### src/rtl/pellet_eater.sv
// Read-modify-write controller on map BRAM port A: reads the tile at a requested
// position, clears edible tiles, and keeps score / pellets-remaining bookkeeping.
module pellet_eater #(
   parameter int DATA_WIDTH   = 4,
   parameter int DATA_DEPTH   = 1023,
   parameter int MAP_COLS     = 28,
   parameter int MAP_ROWS     = 36,
   parameter int PELLET_TOTAL = 244,
   parameter int PELLET_PTS   = 10,
   parameter int POWER_PTS    = 50,
   localparam int AW = $clog2(DATA_DEPTH),
   localparam int CW = $clog2(MAP_COLS),
   localparam int RW = $clog2(MAP_ROWS),
   localparam int PW = $clog2(PELLET_TOTAL + 1)
) (
   input  logic                  clk,
   input  logic                  rst,
   input  logic                  req_valid,
   output logic                  req_ready,
   input  logic [CW-1:0]         tile_col,
   input  logic [RW-1:0]         tile_row,
   output logic [AW-1:0]         bram_addr,
   output logic                  bram_we,
   output logic [DATA_WIDTH-1:0] bram_din,
   input  logic [DATA_WIDTH-1:0] bram_dout,
   input  logic                  level_reload,
   output logic [15:0]           score,
   output logic [PW-1:0]         pellets_left,
   output logic                  pellet_eaten,
   output logic                  power_eaten,
   output logic                  level_clear
);

   typedef enum logic [1:0] {IDLE, READ, CHECK, WRITE} state_t;

   state_t        state;
   logic [AW-1:0] addr_calc;
   logic          in_range;
   logic          is_pellet;
   logic          is_power;
   logic [16:0]   score_sum;

   always_comb begin
      addr_calc = AW'(tile_row) * AW'(MAP_COLS) + AW'(tile_col);
      in_range  = (32'(tile_col) < MAP_COLS) && (32'(tile_row) < MAP_ROWS);
      is_pellet = (bram_dout == DATA_WIDTH'(2));
      is_power  = (bram_dout == DATA_WIDTH'(3));
      // One extra bit catches the carry so the score can clamp instead of wrapping.
      score_sum = {1'b0, score} + (is_power ? 17'(POWER_PTS) : 17'(PELLET_PTS));
   end

   assign req_ready   = (state == IDLE);
   assign level_clear = (pellets_left == '0);

   always_ff @(posedge clk or posedge rst) begin
      if (rst) begin
         state        <= IDLE;
         bram_addr    <= '0;
         bram_we      <= 1'b0;
         bram_din     <= '0;
         score        <= '0;
         pellets_left <= PW'(PELLET_TOTAL);
         pellet_eaten <= 1'b0;
         power_eaten  <= 1'b0;
      end else begin
         bram_we      <= 1'b0;
         pellet_eaten <= 1'b0;
         power_eaten  <= 1'b0;
         if (level_reload) begin
            state        <= IDLE;
            pellets_left <= PW'(PELLET_TOTAL);
         end else begin
            case (state)
               IDLE: begin
                  // Out-of-range requests are consumed without touching the BRAM.
                  if (req_valid && in_range) begin
                     bram_addr <= addr_calc;
                     state     <= READ;
                  end
               end
               READ: state <= CHECK;
               CHECK: begin
                  if (is_pellet || is_power) begin
                     bram_we      <= 1'b1;
                     bram_din     <= '0;
                     score        <= score_sum[16] ? '1 : score_sum[15:0];
                     if (pellets_left != '0)
                        pellets_left <= pellets_left - PW'(1);
                     pellet_eaten <= is_pellet;
                     power_eaten  <= is_power;
                     state        <= WRITE;
                  end else begin
                     state <= IDLE;
                  end
               end
               WRITE:   state <= IDLE;
               default: state <= IDLE;
            endcase
         end
      end
   end

endmodule

### config.mk
export PLATFORM = sky130hd
export DESIGN_NAME = pellet_eater
export DESIGN_NICKNAME = d
export VERILOG_FILES = /design/src/rtl/pellet_eater.sv
export SDC_FILE = /design/constraint.sdc
export NUM_CORES = 1
export LEC_CHECK = 0
export ABC_AREA = 0
export ABC_CLOCK_PERIOD_IN_PS = 1740
export CORE_MARGIN = 2
export CORE_UTILIZATION = 32
export CTS_BUF_LIST = sky130_fd_sc_hd__clkbuf_16
export DETAILED_ROUTE_END_ITERATION = 10
export PLACE_DENSITY = 0.55
export SETUP_SLACK_MARGIN = 0.02
export SYNTH_ARGS = -nofsm -noshare
export SYNTH_HDL_FRONTEND = slang
export SYNTH_SLANG_ARGS = --single-unit
### constraint.sdc
create_clock -name clk -period 1.74 [get_ports clk]
set_clock_uncertainty 0.1 [all_clocks]
set_input_delay 0.348 -clock clk [delete_from_list [all_inputs] [get_ports clk]]
set_output_delay 0.348 -clock clk [all_outputs]
set_load 0.1 [all_outputs]
# Word-level counts from Yosys, hierarchy flattened
# Index checks and enable logic that the tools add are counted.
[word_totals]
register_bits = 39
in_bits = 19
word_cells = 51
output_inout_bits = 43
[classes]
order_cmp = 2
eq_ne = 6
n_reduce_logical = 12
n_mux = 19
bitwise = 1
n_mul = 1
addsub = 3
[ops]
columns = ["cell", "n"]
rows = [
  ["$mux W8", 4],
  ["$add A16 B6 Y17", 1],
  ["$mux W16", 1],
  ["$add A10 B5 Y10", 1],
  ["$mux W1", 9],
  ["$reduce_and A3 Y1", 3],
  ["$eq A4 B2 Y1 const B", 2],
  ["$logic_not A8 Y1", 1],
  ["$mul A6 B3 Y8 const B", 1],
  ["$pmux W2 S4", 1],
  ["$reduce_bool A8 Y1", 1],
  ["$sub A8 B1 Y8 const B", 1],
  ["$lt A6 B6 Y1 const B", 1],
  ["$mux W2", 3],
  ["$mux W6", 1],
  ["$reduce_bool A2 Y1", 3],
  ["$lt A5 B5 Y1 const B", 1],
  ["$eq A2 B2 Y1 const B", 2],
  ["$ne A3 B1 Y1 const B", 1],
  ["$eq A2 B1 Y1 const B", 1],
  ["$logic_and A1 B1 Y1", 2],
  ["$logic_not A2 Y1", 1],
  ["$logic_or A1 B1 Y1", 1],
  ["$not A1 Y1", 1],
]

# Logic depth before layout (Yosys ltp)
[logic_depth]
ltp_word = 6
ltp_mapped = 10

# Least setup slack after synthesis
# Ideal clock, no wire load.
[synth_timing]
path_type = "input-to-reg"
from = "in tile_row[0]"
to = "reg bram_addr[9]"
slack_ps = -1104
t_arrival_ps = 2618
n_path_buf = 0
stages = 8
setup_time_ps = 126
path_cell_list = "fa_1 ha_1 inv_1 fa_1 or3_4 nor3b_2 xnor3_1 mux2_4"
[synth_between]
elab_chain_cells = 4
elab_cells_between_ends = 6
cone_classes = "1 x add/sub; 1 x mul; 1 x order compare; 3 x reduce/logical"
[synth_rtl]
columns = ["item", "line_no", "rtl"]
rows = [
  ["from (decl)", "21", "input logic [RW-1:0] tile_row,"],
  ["branches (longest 4 deep; another with $add A10 B5 Y10)", "--", ""],
  ["to (signal assigned)", "77", "bram_addr <= addr_calc;"],
  ["to (decl)", "22", "output logic [AW-1:0] bram_addr,"],
]
# Several ways; the timed one is not identified.
# A chain may end at the register's enable or synchronous reset.

# Worst setup path in the final report
[layout_timing]
from = "in tile_row[2]"
to = "reg bram_addr[9]"
# The elaborated chain is that of the path after synthesis.

==> impl_metrics.py <==
metrics = {
    "run_status": {
        "status": "complete, but fails checks",
        "violations": "setup timing",
    },
    "final_layout": {
        "fin_nets": 408,
        "n_antenna_cell": 0,
        "regArea_um2": 1033,
        "drive_gt1_frac": 0.6346,
        "area_delta_synth_final_pct": 92.62,
        "fill_cells": 569,
        "stdcell_count": 463,
        "multi_input_area_um2": 1769,
    },
    "clock_tree": {
        "cts_buffers": 5,
        "cts_max_level": 2,
        "clockBufferDepth": 2,
        "root_buffer": "clkbuf_16",
        "path_clk_slew_ns": 0.06,
        "insertion_delay_ns": 0.28,
        "cts.sinks": 39,
        "cts_tree": "yes",
    },
    "pwr": {
        "ir_worst_vdd_v": 0.001342,
        "finalPower_mw": 4.417,
        "leakage_nw": 2.077,
        "power_density_nw_per_um2": 940.0,
    },
    "global_routing": {
        "grt_max_degree": 40,
        "grt_pass1_wl_mm": 10.08,
        "grt_pass1_vias": 2225,
        "grt_util_all_layers": 0.1501,
        "antenna_found_initial": 0,
        "grt-ovfl-total": 0,
    },
    "floorplanning": {
        "rows": 31,
        "io_pins": 62,
        "initial_core_util": 0.3328,
        "die_w_um": 91.32,
        "design.die.area_um2": 8339,
        "core-area_um2": 7331,
        "fp.dieH_um": 91.32,
    },
    "synth": {
        "synth_area_leader_cell": "dfrtp_1",
        "yosys_warnings": 0,
        "yosysUniqueCellTypes": 45,
        "syn_inst": 233,
        "synthFlopType": "dfrtp_1",
        "synth_edf_count": 0,
        "ys_seq_area_frac": 0.4026,
        "avgSynthCellArea_um2": 10.47,
        "synth_top_area_share": 0.3487,
        "ys_ff_latch": 39,
        "ys_top_cells_by_area": "dfrtp_1, ha_1, fa_1, dfstp_2, xnor2_1",
        "async_flop_share": 1.000,
        "syn-cell-area_um2": 2440,
    },
    "sta": {
        "timing.final.crit_share": 1.537,
        "hold_viol": 0,
        "fin_ws_ns": -0.9352,
        "min_period_ns": 2.675,
        "whs_ns": 0.3323,
        "slew_viol_final": 0,
        "setup_viol": 34,
        "grt_setup_unrepaired": "yes",
        "timing.fmax_mhz": 373.8,
    },
    "setup_path": {
        "worstPathArrival_ns": 2.73,
        "critical_path_class": "primary input to flop",
        "cp-end-kind": "flop",
        "cp_data_required_time_ns": 1.80,
        "start_kind": "primary input",
        "crit_path_max_fanout": 3,
    },
    "worst_hold_path": {
        "hp-class": "primary input to async pin",
    },
    "routing": {
        "drt_iter0_markers": 28,
        "drc": 0,
        "via_per_inst": 4.542,
        "dr.pass1.iters": 4,
        "antenna_left": 0,
        "routed_wl_mm": 6.030,
        "num_vias": 2103,
        "drt-wirelength-per-cell_um": 13.02,
    },
    "job": {
        "drv_cap": 0,
    },
    "placement": {
        "dp_hpwl_mm": 4.615,
        "gp_congestion": 0.8109,
        "io_buffers": 57,
        "pre_cts_slack_ns": -1.630,
        "dp.cells": 446,
    },
}
==> flip-flops by register name (all words and copies together), names as in the netlist <==
| register | count |
|---|---|
| bram_addr | 10 |
| bram_we | 1 |
| pellet_eaten | 1 |
| pellets_left | 8 |
| power_eaten | 1 |
| score | 16 |
| state | 2 |
==> report_power, final <==
part	switching (mW)	internal [mW]	total, mW	leakage, nW
Combinational	1.36	1.01	2.37	1.54
Sequential	0.141	1.03	1.17	0.465
Clock	0.355	0.523	0.878	0.0733
==> routing by layer <==
| metal | part of all wire | GRT usage | vias to the layer above |
|---|---|---|---|
| met2 | 0.54 | 0.2759 | 40 |
| met4 | 0.0098 | 0.03788 | 0 |
| met5 | 0 | 0 | - |
| li1 | - | - | 1034 |
| met1 | 0.42 | 0.1819 | 1023 |
| met3 | 0.026 | 0.02407 | 6 |
==> worst max-delay path, stage by stage <==
cell	delay, ns
buf_8	0.10
fa_1	0.54
ha_2	0.18
inv_2	0.04
fa_2	0.36
xor2_2	0.16
or3_4	0.33
nor3b_2	0.17
xnor3_1	0.24
mux2_4	0.26
==> Yosys cell counts, types with 2 or more instances <==
library cell  instances
a21o_1                3
a21oi_1              12
a21oi_2               2
and2_1                2
and3_1                2
buf_4                 5
dfrtp_1              34
dfstp_2               5
fa_1                  7
ha_1                 19
inv_1                19
mux2_2                6
nand2_1              16
nand2b_1              6
nand3_1               7
nand3b_1              2
nand4_1               4
nor2_1               22
nor3_1                5
nor3b_1               2
nor4_2                2
o21bai_1              3
o22a_1                4
xnor2_1              14
xor2_1               10
==> metrics by stage <==
stage | area, um2 | util | setup TNS, ns
global placement | 4200 | 0.5730 | -26.92
detailed placement | 4200 | 0.5730 | -26.92
global route | 4700 | 0.6411 | -8.202
floorplan | 2683 | - | -7.310
finish | 4700 | 0.6411 | -5.594
CTS | 4534 | 0.6185 | -6.358
==> cell families after synthesis <==
logic type,synth area share
other,0.001537
buffers and inverters,0.04974
AO/OA/AOI/OAI,0.09385
adder cells (fa/ha/maj),0.1549
XOR/XNOR,0.09538
multiplexers,0.03384
flip-flops,0.4026
AND/OR/NAND/NOR,0.1682
==> what timing repair did <==
item / 4_1_cts / 5_1_grt
hold buffers: 0 / 0
endpoints found under the setup margin: 32 / 35
buffers inserted: 8 / 2
pin swaps: 31 / 23
gates resized for setup: 81 / 34
==> layout by cell type, fill, tap and decap left out, types with 3 or more instances in the layout <==
cell type | synthesis | routed
inv_1 | 19 | 10
fa_1 | 7 | 5
o22a_1 | 4 | 4
xor2_2 | 0 | 3
buf_2 | 1 | 3
a21oi_1 | 12 | 5
dfrtp_1 | 34 | 17
inv_4 | 0 | 3
nand2_1 | 16 | 13
nand4_1 | 4 | 4
clkdlybuf4s50_1 | 0 | 7
nor2_1 | 22 | 12
nand2b_1 | 6 | 4
ha_1 | 19 | 8
mux2_2 | 6 | 3
conb_1 | 1 | 4
dfrtp_4 | 0 | 6
a21oi_2 | 2 | 6
nand3_1 | 7 | 4
a21o_1 | 3 | 3
buf_12 | 0 | 41
dfrtp_2 | 0 | 11
nor2_4 | 0 | 4
nor2_2 | 0 | 6
xnor2_2 | 0 | 4
nand3_2 | 0 | 3
mux2_4 | 1 | 4
buf_6 | 0 | 17
clkinv_2 | 0 | 3
clkbuf_16 | 0 | 5
ha_2 | 0 | 4
xor2_1 | 10 | 7
dfstp_4 | 0 | 4
ha_4 | 0 | 7
a21oi_4 | 0 | 3
buf_4 | 5 | 56
xnor2_1 | 14 | 10
inv_2 | 1 | 7
==> area by class of cell <==
class	count	share of cell area
Clock buffer	5	0.02662
Sequential cell	39	0.2199
Timing Repair Buffer	127	0.3299
Tap cell	99	0.02636
Inverter	20	0.01757
Clock inverter	3	0.003195
Multi-Input combinational cell	170	0.3765
==> path summary, 6_finish.rpt <==
| path | start | end | slack (ns) | cells past startpoint |
|---|---|---|---|---|
| max | tile_row[2] | bram_addr[9] | -0.94 | 10 |
| max reg2reg | pellets_left[1] | pellets_left[4] | -0.18 | 10 |
| min | rst | power_eaten | 0.33 | 3 |
| max in group asynchronous | rst | pellets_left[2] | 0.95 | 3 |
| min reg2reg | score[0] | score[0] | 0.44 | 1 |
| min in group clk | bram_dout[0] | pellet_eaten | 0.41 | 3 |
Note: power is estimated with default switching activity, not from simulation.
